==> config.mk <==
export PLATFORM = sky130hd
export DESIGN_NAME = mod_exp_ctrl
export DESIGN_NICKNAME = d
export VERILOG_FILES = /design/src/rtl/mp_pkg.sv /design/src/rtl/mp_issue.sv /design/src/rtl/mod_exp_ctrl.sv
export SDC_FILE = /design/constraint.sdc
export NUM_CORES = 2
export LEC_CHECK = 0
export CAP_MARGIN = 20
export CORE_AREA = 3 3 421 423
export CTS_BUF_LIST = sky130_fd_sc_hd__clkbuf_16
export DETAILED_ROUTE_END_ITERATION = 6
export DIE_AREA = 0 0 424 426
export GPL_TIMING_DRIVEN = 0
export PLACE_DENSITY_LB_ADDON = 0.08
export SETUP_SLACK_MARGIN = 0.02
export SKIP_LAST_GASP = 1
export SYNTH_ARGS = -nofsm -noshare
export SYNTH_HDL_FRONTEND = slang
export SYNTH_HIERARCHICAL = 1
export SYNTH_SLANG_ARGS = --single-unit
==> constraint.sdc <==
create_clock -name clk -period 3.45 [get_ports clk]
set_input_delay 0.5175 -clock clk [delete_from_list [all_inputs] [get_ports clk]]
set_output_delay 0.5175 -clock clk [all_outputs]
set_load 0.005 [all_outputs]
==> src/rtl/mp_pkg.sv <==
// Shared definitions for the Montgomery product unit and its exponentiation sequencer.
// Op codes are also used by mon_prod.
package mp_pkg;

  localparam int OPC_W    = 2;
  localparam int BITLEN   = 1024;
  localparam int IDX_W_DEF = $clog2(BITLEN) + 1;
  localparam int MP_CNT_W = 10;

  typedef logic [OPC_W-1:0] opc_t;

  localparam opc_t OPXX = opc_t'(0);
  localparam opc_t OPXM = opc_t'(1);
  localparam opc_t OPX1 = opc_t'(2);

  typedef enum logic [2:0] {
    S_IDLE  = 3'd0,
    S_NEXT  = 3'd1,
    S_FINAL = 3'd2,
    S_OP    = 3'd3,
    S_DONE  = 3'd4
`ifdef LEADING_ZERO_SKIP_EN
    , S_SKIP = 3'd5
`endif
  } ctrl_state_e;

  typedef enum logic {
    PH_SQR = 1'b0,
    PH_MUL = 1'b1
  } phase_e;

  typedef enum logic [1:0] {
    ISS_IDLE  = 2'd0,
    ISS_ISSUE = 2'd1,
    ISS_ARM   = 2'd2,
    ISS_WAIT  = 2'd3
  } iss_state_e;

  function automatic opc_t op_for_phase(input phase_e ph);
    return (ph == PH_MUL) ? OPXM : OPXX;
  endfunction

endpackage

==> src/rtl/mp_issue.sv <==
// Start-pulse / stop-guard handshake with mon_prod: one start pulse per go,
// a guard cycle that masks the stale stop level, then wait for stop.
module mp_issue
  import mp_pkg::*;
(
  input  logic clk,
  input  logic rst,
  input  logic go,
  input  logic mp_stop,
  output logic mp_start,
  output logic complete
);

  iss_state_e state_q, state_d;
  logic       start_q, start_d;

  always_comb begin
    state_d = state_q;
    start_d = 1'b0;
    case (state_q)
      ISS_IDLE: begin
        if (go) begin
          state_d = ISS_ISSUE;
          start_d = 1'b1;
        end
      end
      ISS_ISSUE: state_d = ISS_ARM;
      ISS_ARM:   state_d = ISS_WAIT;
      ISS_WAIT:  if (mp_stop) state_d = ISS_IDLE;
      default:   state_d = ISS_IDLE;
    endcase
  end

  always_ff @(posedge clk) begin
    if (rst) begin
      state_q <= ISS_IDLE;
      start_q <= 1'b0;
    end else begin
      state_q <= state_d;
      start_q <= start_d;
    end
  end

  assign mp_start = start_q;
  assign complete = (state_q == ISS_WAIT) && mp_stop;

endmodule

==> src/rtl/mod_exp_ctrl.sv <==
// Left-to-right square-and-multiply sequencer driving mon_prod (OPXX/OPXM/OPX1).
// Optional macro LEADING_ZERO_SKIP_EN skips leading zero exponent bits without issuing ops.
//
// state | meaning
// IDLE  | waiting for start
// SKIP  | walking idx down past leading zeros (LEADING_ZERO_SKIP_EN only)
// NEXT  | choose OPXX/OPXM for the current bit and phase
// FINAL | choose OPX1 to leave the Montgomery domain
// OP    | op in flight (ISSUE/ARM/WAIT handled by mp_issue)
// DONE  | one-cycle done pulse, drop busy
module mod_exp_ctrl
  import mp_pkg::*;
#(
  parameter int EXP_BITS = BITLEN,
  parameter int IDX_W    = IDX_W_DEF
) (
  input  logic                clk,
  input  logic                rst,
  input  logic                start,
  input  logic [EXP_BITS-1:0] exponent,
  input  logic [IDX_W-1:0]    exp_len,
  input  logic [9:0]          mp_count_in,
  output logic                busy,
  output logic                done,
  output logic [IDX_W:0]      op_cnt,
  output logic                mp_start,
  output logic [OPC_W-1:0]    mp_op_code,
  output logic [9:0]          mp_count,
  input  logic                mp_stop
);

  localparam int BIT_W = $clog2(EXP_BITS);
  localparam logic [IDX_W-1:0] MAX_LEN = IDX_W'(EXP_BITS);

  ctrl_state_e         state_q, state_d;
  logic [EXP_BITS-1:0] exp_q, exp_d;
  logic [IDX_W-1:0]    idx_q, idx_d;
  phase_e              phase_q, phase_d;
  logic                final_q, final_d;
  logic                busy_q, busy_d;
  logic                done_q, done_d;
  logic [IDX_W:0]      op_cnt_q, op_cnt_d;
  opc_t                op_q, op_d;
  logic [9:0]          mp_count_q, mp_count_d;

  logic                go;
  logic                complete;
  logic                cur_bit;
  logic [IDX_W-1:0]    len_c;

  assign cur_bit = exp_q[idx_q[BIT_W-1:0]];
  assign len_c   = (exp_len > MAX_LEN) ? MAX_LEN : exp_len;

  always_comb begin
    state_d    = state_q;
    exp_d      = exp_q;
    idx_d      = idx_q;
    phase_d    = phase_q;
    final_d    = final_q;
    busy_d     = busy_q;
    done_d     = 1'b0;
    op_cnt_d   = op_cnt_q;
    op_d       = op_q;
    mp_count_d = mp_count_q;
    go         = 1'b0;

    case (state_q)
      S_IDLE: begin
        if (start) begin
          exp_d      = exponent;
          mp_count_d = mp_count_in;
          op_cnt_d   = '0;
          busy_d     = 1'b1;
          phase_d    = PH_SQR;
          if (len_c == '0) begin
            state_d = S_FINAL;
          end else begin
            idx_d = len_c - IDX_W'(1);
`ifdef LEADING_ZERO_SKIP_EN
            state_d = S_SKIP;
`else
            state_d = S_NEXT;
`endif
          end
        end
      end
`ifdef LEADING_ZERO_SKIP_EN
      S_SKIP: begin
        if (cur_bit) begin
          phase_d = PH_SQR;
          state_d = S_NEXT;
        end else if (idx_q == '0) begin
          state_d = S_FINAL;
        end else begin
          idx_d = idx_q - IDX_W'(1);
        end
      end
`endif
      S_NEXT: begin
        op_d     = op_for_phase(phase_q);
        go       = 1'b1;
        op_cnt_d = op_cnt_q + (IDX_W+1)'(1);
        state_d  = S_OP;
      end
      S_FINAL: begin
        op_d     = OPX1;
        final_d  = 1'b1;
        go       = 1'b1;
        op_cnt_d = op_cnt_q + (IDX_W+1)'(1);
        state_d  = S_OP;
      end
      S_OP: begin
        if (complete) begin
          if (final_q) begin
            done_d  = 1'b1;
            state_d = S_DONE;
          end else if (phase_q == PH_SQR && cur_bit) begin
            phase_d = PH_MUL;
            state_d = S_NEXT;
          end else begin
            phase_d = PH_SQR;
            if (idx_q == '0) begin
              state_d = S_FINAL;
            end else begin
              idx_d   = idx_q - IDX_W'(1);
              state_d = S_NEXT;
            end
          end
        end
      end
      S_DONE: begin
        busy_d  = 1'b0;
        final_d = 1'b0;
        state_d = S_IDLE;
      end
      default: state_d = S_IDLE;
    endcase
  end

  always_ff @(posedge clk) begin
    if (rst) begin
      state_q    <= S_IDLE;
      exp_q      <= '0;
      idx_q      <= '0;
      phase_q    <= PH_SQR;
      final_q    <= 1'b0;
      busy_q     <= 1'b0;
      done_q     <= 1'b0;
      op_cnt_q   <= '0;
      op_q       <= OPXX;
      mp_count_q <= '0;
    end else begin
      state_q    <= state_d;
      exp_q      <= exp_d;
      idx_q      <= idx_d;
      phase_q    <= phase_d;
      final_q    <= final_d;
      busy_q     <= busy_d;
      done_q     <= done_d;
      op_cnt_q   <= op_cnt_d;
      op_q       <= op_d;
      mp_count_q <= mp_count_d;
    end
  end

  mp_issue u_issue (
    .clk      (clk),
    .rst      (rst),
    .go       (go),
    .mp_stop  (mp_stop),
    .mp_start (mp_start),
    .complete (complete)
  );

  assign busy       = busy_q;
  assign done       = done_q;
  assign op_cnt     = op_cnt_q;
  assign mp_op_code = op_q;
  assign mp_count   = mp_count_q;

endmodule

* Yosys cells after proc, flatten, opt, wreduce, memory -nomap -nowiden
Index checks and enable logic that the tools add are counted.
** Cells by class
- Add/sub/neg operators :: 3
- $lt $le $gt $ge :: 2
- Equal/unequal tests :: 15
- Multiplexer cells :: 35
- Bitwise operators :: 4
- Reduce and logical (&&, ||, !) cells :: 21
** Operators with widths (count)
- $mux 11 :: 7
- $pmux 12 s2 :: 1
- $logic_not 11->1 :: 2
- $pmux 11 s2 :: 1
- $sub 11x1->11 const B :: 2
- $ne 2x2->1 const B :: 8
- $add 12x1->12 const B :: 1
- $mux 12 :: 1
- $gt 11x11->1 const B :: 1
- $lt 10x11->1 const B :: 1
- $bmux 1 s10 :: 1
- $mux 1 :: 10
- $mux 2 :: 5
- $reduce_and 2->1 :: 5
- $reduce_bool 2->1 :: 5
- $mux 3 :: 3
- $pmux 3 s3 :: 1
- $pmux 2 s4 :: 1
- $reduce_and 7->1 :: 1
- $eq 3x2->1 const B :: 2
- $pmux 1 s2 :: 3
- $eq 2x2->1 const B :: 2
- $not 1->1 :: 4
- $pmux 2 s2 :: 1
- other kinds (9) :: 11
** Storage, ports and cells
- Register bits after elaboration :: 1069
- Bits of input ports :: 1049
- Output and inout port bits :: 27
- Word-level logic and storage cells :: 92

* Depth between registers and ports, before layout
- Depth after elaboration :: 7
- Depth in mapped cells :: 18
- Depth with buffers taken out :: 10

* By module
The synthesis kept the hierarchy.
** Modules (own cells, without submodules)
- mod_exp_ctrl :: instances 1, cells each 5444, area an instance 45570.0 um2, sequential area each 21340.5 um2
- mp_issue :: instances 1, cells each 19, area an instance 186.4 um2, sequential area each 60.1 um2

* Worst setup path after synthesis
No wires, ideal clock.
- Kind :: reg-to-reg
- Start point :: register idx_q[0]
- End point :: register idx_q[10]
- Library setup time :: 0.132 ns
- Arrival :: 3.156 ns
- Data required time :: 3.318 ns
- Slack :: 0.161 ns
- Stages on the path, launching flop included :: 18
- Buffers on the path :: 8
- Period minus slack after synthesis :: 3.289 ns
- Cells stage by stage :: dfxtp_1 buf_6 buf_12 buf_8 buf_12 buf_6 buf_4 buf_4 buf_6 mux2i_1 ha_1 and3_1 o2111ai_1 a2111oi_2 mux2i_1 nor2_1 mux2i_1 a21oi_1
** On the way
- Word-level cells in the longest chain between the ends :: 6
- Elaborated cells on any way between the ends :: 13
- Those cells by class :: add/sub (1); eq/ne (2); mux (7); reduce/logical (3)
** RTL lines
- start: declaration :: line mod_exp_ctrl.sv:37 : logic [IDX_W-1:0] idx_q, idx_d;
- start signal: assignment :: line mod_exp_ctrl.sv:155 : idx_q <= idx_d;
- branches (longest 6 deep; another with $bmux 1 s10)
Parallel ways; which one is timed is not known. The select of a mux whose other input is x is not followed.
A chain may end at the register's enable or synchronous reset.

* Worst setup path after layout
- Start point :: register idx_q[0]
- End point :: register idx_q[6]
The elaborated chain is that of the path after synthesis.

==> out/metrics.cfg <==
[sta]
relSlewSlack_pct = 22.4
slew_viol_final = 0
fin_crit_ns = 4.07
grt_setup_unrepaired = yes
fin_hold_ws_ns = 0.310
final_hold_viol_count = 0
setup_slack_ns = -0.618
max_freq_mhz = 246
worst_pin_slew_ns = 1.16
min_period_over_period_pct = 118
fin_worst_skew_ns = 0.0160
setup_violations = 14

[global_route]
grt_antenna_before_repair = 98
track_usage_pct = 29.0
top_usage_layer = met2
grt_max_degree = 17
grt_pass1_vias = 45500
use_met3_pct = 5.41
use_met2_pct = 51.0
grt_overflow = 0
use_met1_pct = 34.9
grt_pass1_wl_um = 364000

[drt]
drtIter0Drc = 3389
drt_pre_antenna_iters = 5
viasPerCell = 4.93
totalWireLength_um = 271000
final_antenna_net_count = 0
drc = 0
wl_per_cell_um = 29.2
num_vias = 45800

[logic_synthesis]
synth_top_family_by_area = simple AND/OR/NAND/NOR gates
muxShareOfSynthArea_pct = 14.3
postSynthAreaPerCell_um2 = 8.38
synth-xor-area-share_pct = 0.115
yosys.cell_types.count = 66
synth_flop_cell = dfxtp_1
syn_inst = 5463
yosysTopAreaCell = dfxtp_1
synth_area_leaders = dfxtp_1 47%, nand2_1 17%, a21oi_1 12%
syn_nets = 6518
synthSimpleGateAreaFrac_pct = 19.7
yosysWarnings = 6
synth-seq-cells = 1069
netlist_area_um2 = 45800
yosys.area.top_type_share_pct = 46.8
async_reset_ff_share_pct = 0
synth_edf_count = 0
synth_fa_ha_area_share_pct = 0.164
synth-compound-area-share_pct = 14.5
yosysSeqAreaShare_pct = 46.8

[clock_network]
worstSkewPairLatency_ns = 0.75
clockBufferDepth = 3
root_buffer = clkbuf_16
numCtsBuffers = 133
cts_tree = built
clk_pin_slew_ns = 0.06
clock_sinks = 1069
htreeDepth = 4

[floorplan]
die_h_um = 426
die-area_um2 = 181000
dieWidth_um = 424
fp-row-count = 153
io_pins = 1076
start_util_pct = 26.3
core_area_um2 = 174000

[power]
ir_drop_mv = 0.390
p_per_area_nw_per_um2 = 542
p_leak_nw = 23.5
total_power_mw = 36.2

[placed_design]
hpwl_um = 209000
pre_cts_ws_ns = -2.98
gp_congestion = 0.889
port_buffers = 1075

[critical_path]
crit_path_start_kind = flip-flop
end_kind = flip-flop
crit_path_top_delay_cell = mux4_2
path_max_fanout = 7
cp.required_ns = 4.12
slowest_delay_ns = 0.55
crit_type = reg -> reg
critPathArrivalTime_ns = 4.74
path_cells = buf_8 > buf_12 > buf_16 > buf_16 > buf_16 > buf_16 > mux4_2 > a22oi_2 > a21oi_2 > nor4_4 > o32a_1 > o22ai_4 > a21oi_4 > bufbuf_16 > nand3_1 > a2bb2oi_2
critPathMostFrequentCell = buf_16

[outcome]
status = complete, but fails checks
violations = negative setup slack

[run]
maxCapViolations = 0

[finish]
nets = 7859
area_growth_pct = 46.2
final_layout_size_suffix_gt1_share_pct = 10.4

[worst_hold_path]
min_path_type = in -> reg

==> registers in the layout, summed over array words and instances, names as in the netlist <==
name / flops
exp_q: 1024
op_cnt: 12
idx_q: 11
mp_count: 10
state_q: 3
mp_op_code: 2
u_issue/state_q: 2
busy: 1
done: 1
final_q: 1
phase_q: 1
u_issue/mp_start: 1
==> area by class of cell <==
class / instances / area (µm²)
antenna: 53 / 133
buffer: 451 / 3160
clock buffer: 138 / 3450
clock inverter: 94 / 677
fill: 18200 / 107000
inverter: 10 / 38.8
multi-input combinational: 3931 / 22700
sequential: 1069 / 21400
tap: 2325 / 2910
timing repair buffer: 1208 / 12400
==> report_power, final <==
group	leakage [nW]	internal (mW)	total, mW	switching [mW]
sequential	8.74	13.2	13.6	0.424
combinational	12.6	3.91	9.09	5.18
clock	2.15	7.82	13.6	5.76
==> worst paths after layout <==
check	from	slack, ns	end	cells after the start
setup / recovery	idx_q[0]$_SDFFE_PP0P_	-0.62	idx_q[6]$_SDFFE_PP0P_	16
hold / removal	exponent[582]	0.31	exp_q[582]$_SDFFE_PP0P_	3
hold reg to reg	exp_q[418]$_SDFFE_PP0P_	0.45	exp_q[418]$_SDFFE_PP0P_	2
setup reg to reg	idx_q[0]$_SDFFE_PP0P_	-0.62	idx_q[6]$_SDFFE_PP0P_	16
==> cells in the mapped netlist (7+ instances only) <==
cell type  number
a211oi_1       17
a21oi_1      1078
a22oi_1        43
a311oi_1        8
a31oi_1        15
and3_1         13
buf_1          23
buf_2          27
buf_4          22
buf_6          17
clkbuf_1      360
dfxtp_1      1069
inv_1           7
mux2_2         11
mux2i_1       121
mux4_1         10
mux4_2        220
nand2_1      2120
nand2b_1       12
nand3_1        31
nor2_1         53
nor2b_1        28
nor3_1          8
o21ai_0        32
==> timing repair <==
action	CTS	global route
hold buffers	0	0
hold endpoints to repair	0	0
endpoints found under the setup margin	204	73
gates cloned	4	0
resized for setup	336	36
setup buffers	103	6
pin swaps	22	15
==> placed cells by master (no fill, tap or decap), drive strengths merged, types with 31 or more instances in the layout <==
cell type,n
a21oi,1079
a22oi,43
buf,223
clkbuf,495
clkdlybuf4s50,1075
clkinv,51
dfxtp,1069
diode,53
inv,44
mux2i,121
mux4,230
nand2,2120
nand3,31
nor2,54
o21ai,33
==> metrics by stage <==
step                utilization, %  instance area [µm²]  std cells  TNS (ns)
finish                        38.5                66900       9279     -7.79
global route                  38.5                66900       9257     -7.34
CTS                           38.3                66600       9221     -6.83
detailed placement            34.4                59800       8884   -215.27
global placement              34.2                59400       8863   -905.30
floorplan                        -                45800       5463         0
==> per-layer routing <==
layer / wire (µm) / up-vias
li1: - / 21400
met1: 110000 / 22500
met2: 136000 / 1505
met3: 15100 / 398
met4: 10300 / 36
met5: 238 / -
==> critical path: cells and delay by family, from the launching register on <==
kind                   cells  cell delay [ns]
buffers and inverters      7             1.17
flip-flops                 1             0.33
AND/OR/NAND/NOR            2             0.55
AO/OA/AOI/OAI              6             1.36
multiplexers               1             0.55
==> kinds of logic after synthesis <==
family | after synthesis
fa+ha+maj | 6
compound gates | 1247
xor+xnor | 6
simple gates | 2310
flops | 1069
buf+inv | 463
mux | 362
No activity file was read; power rests on OpenSTA's default activity.
